<file path="config.mk">
export PLATFORM = sky130hd
export DESIGN_NAME = ps2_key_encoder
export DESIGN_NICKNAME = d
export VERILOG_FILES = /design/src/rtl/ps2_key_encoder.sv
export SDC_FILE = /design/constraint.sdc
export NUM_CORES = 1
export LEC_CHECK = 0
export ABC_AREA = 1
export CELL_PAD_IN_SITES_DETAIL_PLACEMENT = 0
export CELL_PAD_IN_SITES_GLOBAL_PLACEMENT = 1
export CORE_MARGIN = 2
export CORE_UTILIZATION = 40
export DETAILED_ROUTE_END_ITERATION = 6
export PLACE_DENSITY = 0.76
export SKIP_LAST_GASP = 1
export SYNTH_ARGS = -nofsm -noshare
export SYNTH_HDL_FRONTEND = slang
export SYNTH_SLANG_ARGS = --single-unit
</file>
<file path="constraint.sdc">
create_clock -name clk_sys -period 4.3 [get_ports clk_sys]
set_input_delay 0.86 -clock clk_sys [delete_from_list [all_inputs] [get_ports clk_sys]]
set_output_delay 0.86 -clock clk_sys [all_outputs]
set_load 0.01 [all_outputs]
</file>
<file path="src/rtl/ps2_key_encoder.sv">
// PS/2 device-to-host deserialiser producing the 11-bit toggle-event ps2_key word.
// Handles input filtering, framing/parity, E0/F0 prefixes, the E1 Pause run and frame timeouts.
module ps2_key_encoder #(
  parameter int unsigned FILTER_LEN  = 8,
  parameter int unsigned TIMEOUT_CYC = 12000
) (
  input  logic        clk_sys,
  input  logic        reset_n,
  input  logic        ps2_clk,
  input  logic        ps2_data,
  output logic [10:0] ps2_key,
  output logic        key_strobe,
  output logic        frame_err
);

  localparam int unsigned FW = $clog2(FILTER_LEN + 1);
  localparam int unsigned TW = $clog2(TIMEOUT_CYC + 1);

  typedef enum logic [1:0] {StIdle, StData, StParity, StStop} state_e;

  // Index 0 carries ps2_clk, index 1 carries ps2_data.
  logic [1:0]    sync1_q, sync2_q, filt_q;
  logic [FW-1:0] fcnt_q [2];
  logic          clk_prev_q;
  logic          fall;
  logic          data_f;

  state_e        state_q;
  logic [2:0]    bit_cnt_q;
  logic [7:0]    shift_q;
  logic          parity_q;
  logic [TW-1:0] to_cnt_q;
  logic [7:0]    byte_q;
  logic          byte_vld_q;
  logic          ext_q, rel_q;
  logic [2:0]    skip_q;

  assign fall   = clk_prev_q & ~filt_q[0];
  assign data_f = filt_q[1];

  always_ff @(posedge clk_sys or negedge reset_n) begin
    if (!reset_n) begin
      sync1_q    <= 2'b11;
      sync2_q    <= 2'b11;
      filt_q     <= 2'b11;
      fcnt_q[0]  <= '0;
      fcnt_q[1]  <= '0;
      clk_prev_q <= 1'b1;
    end else begin
      sync1_q    <= {ps2_data, ps2_clk};
      sync2_q    <= sync1_q;
      clk_prev_q <= filt_q[0];
      for (int i = 0; i < 2; i++) begin
        if (sync2_q[i] == filt_q[i]) begin
          fcnt_q[i] <= '0;
        end else if (fcnt_q[i] == FW'(FILTER_LEN - 1)) begin
          filt_q[i] <= ~filt_q[i];
          fcnt_q[i] <= '0;
        end else begin
          fcnt_q[i] <= fcnt_q[i] + 1'b1;
        end
      end
    end
  end

  always_ff @(posedge clk_sys or negedge reset_n) begin
    if (!reset_n) begin
      state_q    <= StIdle;
      bit_cnt_q  <= '0;
      shift_q    <= '0;
      parity_q   <= 1'b0;
      to_cnt_q   <= '0;
      byte_q     <= '0;
      byte_vld_q <= 1'b0;
      ext_q      <= 1'b0;
      rel_q      <= 1'b0;
      skip_q     <= '0;
      ps2_key    <= '0;
      key_strobe <= 1'b0;
      frame_err  <= 1'b0;
    end else begin
      key_strobe <= 1'b0;
      frame_err  <= 1'b0;
      byte_vld_q <= 1'b0;

      // Prefix decoder: runs the cycle after a valid stop bit.
      if (byte_vld_q) begin
        if (skip_q != '0) begin
          skip_q <= skip_q - 1'b1;
        end else if (byte_q == 8'hE1) begin
          skip_q <= 3'd7;
        end else if (byte_q == 8'hE0) begin
          ext_q <= 1'b1;
        end else if (byte_q == 8'hF0) begin
          rel_q <= 1'b1;
        end else begin
          ps2_key    <= {~ps2_key[10], ~rel_q, ext_q, byte_q};
          key_strobe <= 1'b1;
          ext_q      <= 1'b0;
          rel_q      <= 1'b0;
        end
      end

      if (state_q == StIdle || fall) begin
        to_cnt_q <= '0;
      end else if (to_cnt_q != TW'(TIMEOUT_CYC - 1)) begin
        to_cnt_q <= to_cnt_q + 1'b1;
      end

      if (fall) begin
        case (state_q)
          StIdle: begin
            if (!data_f) begin
              state_q   <= StData;
              bit_cnt_q <= '0;
              shift_q   <= '0;
            end
          end
          StData: begin
            shift_q   <= {data_f, shift_q[7:1]};
            bit_cnt_q <= bit_cnt_q + 1'b1;
            if (bit_cnt_q == 3'd7) state_q <= StParity;
          end
          StParity: begin
            parity_q <= data_f;
            state_q  <= StStop;
          end
          StStop: begin
            state_q <= StIdle;
            if (data_f && ((^shift_q) ^ parity_q)) begin
              byte_q     <= shift_q;
              byte_vld_q <= 1'b1;
            end else begin
              frame_err <= 1'b1;
              ext_q     <= 1'b0;
              rel_q     <= 1'b0;
              skip_q    <= '0;
            end
          end
          default: state_q <= StIdle;
        endcase
      end else if (state_q != StIdle && to_cnt_q == TW'(TIMEOUT_CYC - 1)) begin
        // Timeout abort; a fall in the same cycle takes priority above.
        state_q   <= StIdle;
        to_cnt_q  <= '0;
        frame_err <= 1'b1;
        ext_q     <= 1'b0;
        rel_q     <= 1'b0;
      end
    end
  end

endmodule

</file>
# Yosys cells after proc, flatten, opt, wreduce, memory -nomap -nowiden
# Index checks and enable logic that the tools add are counted.
[totals] regBits=70 inputBits=4 out_inout_bits=13 wordCells=122
[op_classes] n_addsub=5 n_eq_ne=16 mux=53 bitwise_logic=12 reduce_logical=16
[op_table] op="two-way mux 14 bit" count=4
[op_table] op="two-way mux 1 bit" count=30
[op_table] op="== test 8 bit (second input constant)" count=3
[op_table] op="two-way mux 3 bit" count=7
[op_table] op="two-way mux 4 bit" count=4
[op_table] op="case mux 8 bit (2 select lines)" count=1
[op_table] op="adder 14 x 1 -> 14 bit (second input constant)" count=1
[op_table] op="== test 14 bit (second input constant)" count=1
[op_table] op="inequality test 14 bit (second input constant)" count=1
[op_table] op="NOT 1 bit" count=10
[op_table] op="AND reduction 3 bit" count=3
[op_table] op="adder 4 x 1 -> 4 bit (second input constant)" count=2
[op_table] op="== test 4 x 3 -> 1 bit (second input constant)" count=2
[op_table] op="two-way mux 2 bit" count=4
[op_table] op="two-way mux 8 bit" count=1
[op_table] op="case mux 2 bit (4 select lines)" count=1
[op_table] op="parity 8 bit" count=1
[op_table] op="inequality test 3 bit (second input constant)" count=2
[op_table] op="case mux 3 bit (2 select lines)" count=1
[op_table] op="AND reduction 2 bit" count=3
[op_table] op="nonzero test 2 bit" count=3
[op_table] op="AND reduction 5 bit" count=1
[op_table] op="== test 2 bit (second input constant)" count=2
[op_table] op="adder 3 x 1 -> 3 bit (second input constant)" count=1
[op_table] op="11 further kinds" count=13

# Longest topological paths before layout
[logic_depth] depth_word=9 ltp_mapped=12 mapped_depth_nobuf=12

# Worst setup path after synthesis
# Ideal clock, no wire load.
[synth_path] path_kind="reg2reg" startpoint="register state_q[0]" endpoint="register bit_cnt_q[0]" setup_time_ns=0.077 arrival_ns=1.366 required_ns=4.223 slack_ns=2.857 stages_incl_launch_ff=10 n_path_buf=0 synth_period_minus_slack_ns=1.443 path_cell_list="dfrtp_1 -> inv_1 -> ha_1 -> inv_1 -> nand2_1 -> o21ai_1 -> nand2_1 -> inv_2 -> nand2_1 -> o21ai_1"
[synth_via] elab_chain_cells=3 elab_cells_between_ends=6 classes_between="2 x eq/ne; 1 x mux; 3 x reduce/logical"
[synth_rtl] element="start, declared" line_no="28" source="state_e state_q;"
[synth_rtl] element="start signal, assigned" line_no="68" source="state_q <= StIdle;"
[synth_rtl] element="start signal, assigned" line_no="114" source="state_q <= StData;"
[synth_rtl] element="start signal, assigned" line_no="122" source="if (bit_cnt_q == 3'd7) state_q <= StParity;"
[synth_rtl] element="== test 2 x 1 -> 1 bit or logical NOT 2 bit (tied branches)" line_no="111" source="case (state_q)"
[synth_rtl] element="nonzero test 2 bit (no line) or inequality test 2 bit (tied branches)"
[synth_rtl] element="AND reduction 3 bit (no line)"
[synth_rtl] element="end signal, assigned" line_no="121" source="bit_cnt_q <= bit_cnt_q + 1'b1;"
[synth_rtl] element="end, declared" line_no="29" source="logic [2:0] bit_cnt_q;"
# Parallel ways exist; a longest one is shown, timed or not.
# A chain may end at the register's enable or synchronous reset.

# Final worst setup path
[layout_path] startpoint="register ps2_key[5]" endpoint="output ps2_key[5]"
[layout_lines] element="start, declared" line_no="11" source="output logic [10:0] ps2_key,"
[layout_lines] element="start signal, assigned" line_no="97" source="ps2_key <= {~ps2_key[10], ~rel_q, ext_q, byte_q};"
# No word-level cell between the ends.

==> summary.txt <==
Yosys
  – Top cells by area, synth: dfrtp_1, nand2_1, inv_1
  – Register area share after synthesis: 53.3%
  – Syn_nets: 394
  – Complex-gate fraction of the synthesized area: under 10%
  – Post-synth top area share: 47.7%
  – Seq cells post-synth: 70
  – EDFF count, synth: 0
  – Yosys warns: 0
  – Synth Flop Type: dfrtp_1
  – Post-Synthesis Cell Area: 3300 sq um
  – Post-synthesis simple-gate area fraction: 26.1%
  – Syn_area_per_cell: between 8 and 9 sq um
  – Cells after Synth: 379
  – Post-synthesis cell type count: 31
  – Synth Area in XOR/XNOR: 3.71%
  – Multiplexer share of the synthesized area: 0.341%
  – Largest area contributor in the netlist: dfrtp_1
  – Combinational family with the most area after synthesis: simple AND/OR/NAND/NOR gates
  – Asr flop ratio synth: 100%
  – Synth Area in Adders: 4.17%

Worst hold path
  – Hold crit path type: reg2reg

Setup path
  – Worst path required time: around 3.4 ns
  – CP Max Fanout: 2
  – Worst Setup End Kind: primary output
  – Worst path max stage delay: 0.54 ns
  – CP bufs+invs: 1
  – Setup Crit Path Kind: reg2out
  – CP Data Arrival Time: 1.24 ns
  – Cell family with most CP delay: buffers and inverters
  – Nature of the critical path startpoint: flop
  – Cell Chain, Critical Path: clkdlybuf4s50_1
  – CP max stage cell: clkdlybuf4s50_1

Outcome
  – Status: finished, final reports clean

Global routing
  – Gr usage total: 15.2%
  – Number of global-route vias before repair: 2309
  – Total grt overflow: 0
  – Initial antenna violation count: 0
  – Largest net degree at the start of global routing: 48
  – Global-route wire length before repair: 10.4 mm

Timing
  – Fin Setup TNS: 0 ns
  – Max Clk Rate: 477 MHz
  – Final setup fails: 0
  – Worst Max-Slew Pin Slew: 1.04 ns
  – Final hold viol count: 0
  – Unrepaired setup endpoints after global routing: no
  – Slew margin rel.: 30.6%
  – Tmin final: 2.10 ns
  – Period utilization: 48.8%
  – Post-route clock skew: between 0.01 and 0.015 ns
  – Max-slew violations: 0

Floorplan
  – # rows: 33
  – Core Region: 8090 sq um
  – Die Wd: roughly 95 microns
  – Io pins: 17
  – Die Ht: 94.9 microns
  – Die Area: 9000 sq um
  – Starting Density: 40.8%

Drt
  – Routed Antenna Nets: 0
  – Vias: ~2.4k
  – Routed WL: just over 6 mm
  – DRC viols: 0
  – Avg WL per Cell: 11.7 microns
  – Vias per cell: 4.63
  – First-pass DRT Iterations: 4
  – Starting DRT DRC Count: 69

Clock tree
  – CTS clk-pin slew, worst paths: 0.08 ns
  – # hold bufs at CTS: 0
  – CTS Buf Count: 9
  – # resized after CTS: 0
  – Htree depth: 3
  – Clock buffer depth: 2
  – Clk Latency, worst-skew pair: 0.34 ns
  – Post-CTS Setup Inserts: 0
  – CTS tree: built
  – Sink Count: 70
  – Root Buffer: clkbuf_8

Cells and area
  – Fill cells: 795
  – # diodes: 0
  – Final nets: 420
  – Final Util: 46.8%
  – Area Overhead vs Synth: 14.7%
  – Commonest non-fill, non-tap cells in the layout: nand2_1, dfrtp_1, inv_1
  – Most common cell after layout, fill and taps aside: nand2_1
  – Share of layout cells above drive strength 1: between 10% and 20%

Pwr
  – Max IR drop VDD: around 150 uV
  – Leak pwr: 1.93 nW
  – Power Density: 383 nW/um^2

Placed design
  – PortBufs: 16
  – Gpl congestion: 0.814
  – Post-DP HPWL: 4.33 mm

Job
  – Max_cap viols: 0
## kinds of logic after synthesis
| logic type | Yosys count |
|---|---|
| AO/OA/AOI/OAI | 36 |
| buffers and inverters | 55 |
| XOR/XNOR | 14 |
| multiplexers | 1 |
| adder cells (fa/ha/maj) | 11 |
| AND/OR/NAND/NOR | 192 |
| flip-flops | 70 |
## final timing paths
kind | from | to | slack, ns | depth (start not counted)
max | ps2_key[5] | ps2_key[5] | 2.20 | 1
min | sync1_q[1] | sync2_q[1] | 0.36 | 0
max reg2reg | to_cnt_q[0] | to_cnt_q[12] | 2.48 | 8
min reg2reg | sync1_q[1] | sync2_q[1] | 0.36 | 0
max in group asynchronous | reset_n | fcnt_q[6] | 2.69 | 2
min in group asynchronous | reset_n | to_cnt_q[4] | 0.69 | 1
## Yosys cell counts, types with 5 or more instances
cell     instances
inv_1           52
nor3_1           6
nand2_2          7
a21oi_1          5
dfstp_2          7
nor2_1          32
dfrtp_1         63
ha_1            11
nand3_1         21
nand2_1        111
o22ai_1          8
o21ai_0         18
xor2_1           5
xnor2_1          9
## worst register-to-register path, delay by kind of cell (launching register included)
| family | cells | cell delay (ns) |
|---|---|---|
| fa+ha+maj | 1 | 0.21 |
| simple gates | 4 | 0.83 |
| flops | 1 | 0.37 |
| buf+inv | 1 | 0.14 |
| compound gates | 2 | 0.16 |
## stage by stage
step	power, mW	setup slack (ns)	cell area (sq um)	hold slack (ns)	cells
floorplan	0.877	2.86	3300	0.345	379
global placement	0.924	2.28	3580	0.351	499
detailed placement	0.930	2.25	3580	0.349	499
CTS	1.48	2.17	3790	0.361	515
global route	1.54	2.13	3790	0.363	515
finish	1.45	2.20	3790	0.359	515
## sequential cells by signal, summed over array words and instances (netlist names), 3 cells and up
| register | count |
|---|---|
| bit_cnt_q | 3 |
| skip_q | 3 |
| byte_q | 8 |
| fcnt_q | 8 |
| ps2_key | 11 |
| to_cnt_q | 14 |
| shift_q | 8 |
## where the power goes
group | switching (mW) | internal [mW] | leakage [nW]
clock network | 0.255 | 0.286 | 0.0987
registers | 0.0397 | 0.712 | 0.948
logic | 0.107 | 0.0542 | 0.881
## cell type report
class	instances	area, sq um	area share [%]
Sequential cell	70	1760	46.4
Multi-Input combinational cell	254	1330	35.0
Inverter	53	199	5.25
Timing Repair Buffer	17	163	4.29
Clock buffer	10	138	3.63
Tap cell	105	131	3.47
Clock inverter	6	71.3	1.88
## routing by layer
metal / wire length [microns] / up-vias / part of all wire, % / global-route usage (%)
met3: 140 / 8 / 2.3 / 3.83
li1: - / 1246 / - / -
met4: 72 / 0 / 1.2 / 7.25
met1: 2940 / 1111 / 49 / 18.6
met2: 2890 / 22 / 48 / 24.9
met5: 0 / - / 0 / 0
No activity file was read; power rests on OpenSTA's default activity.
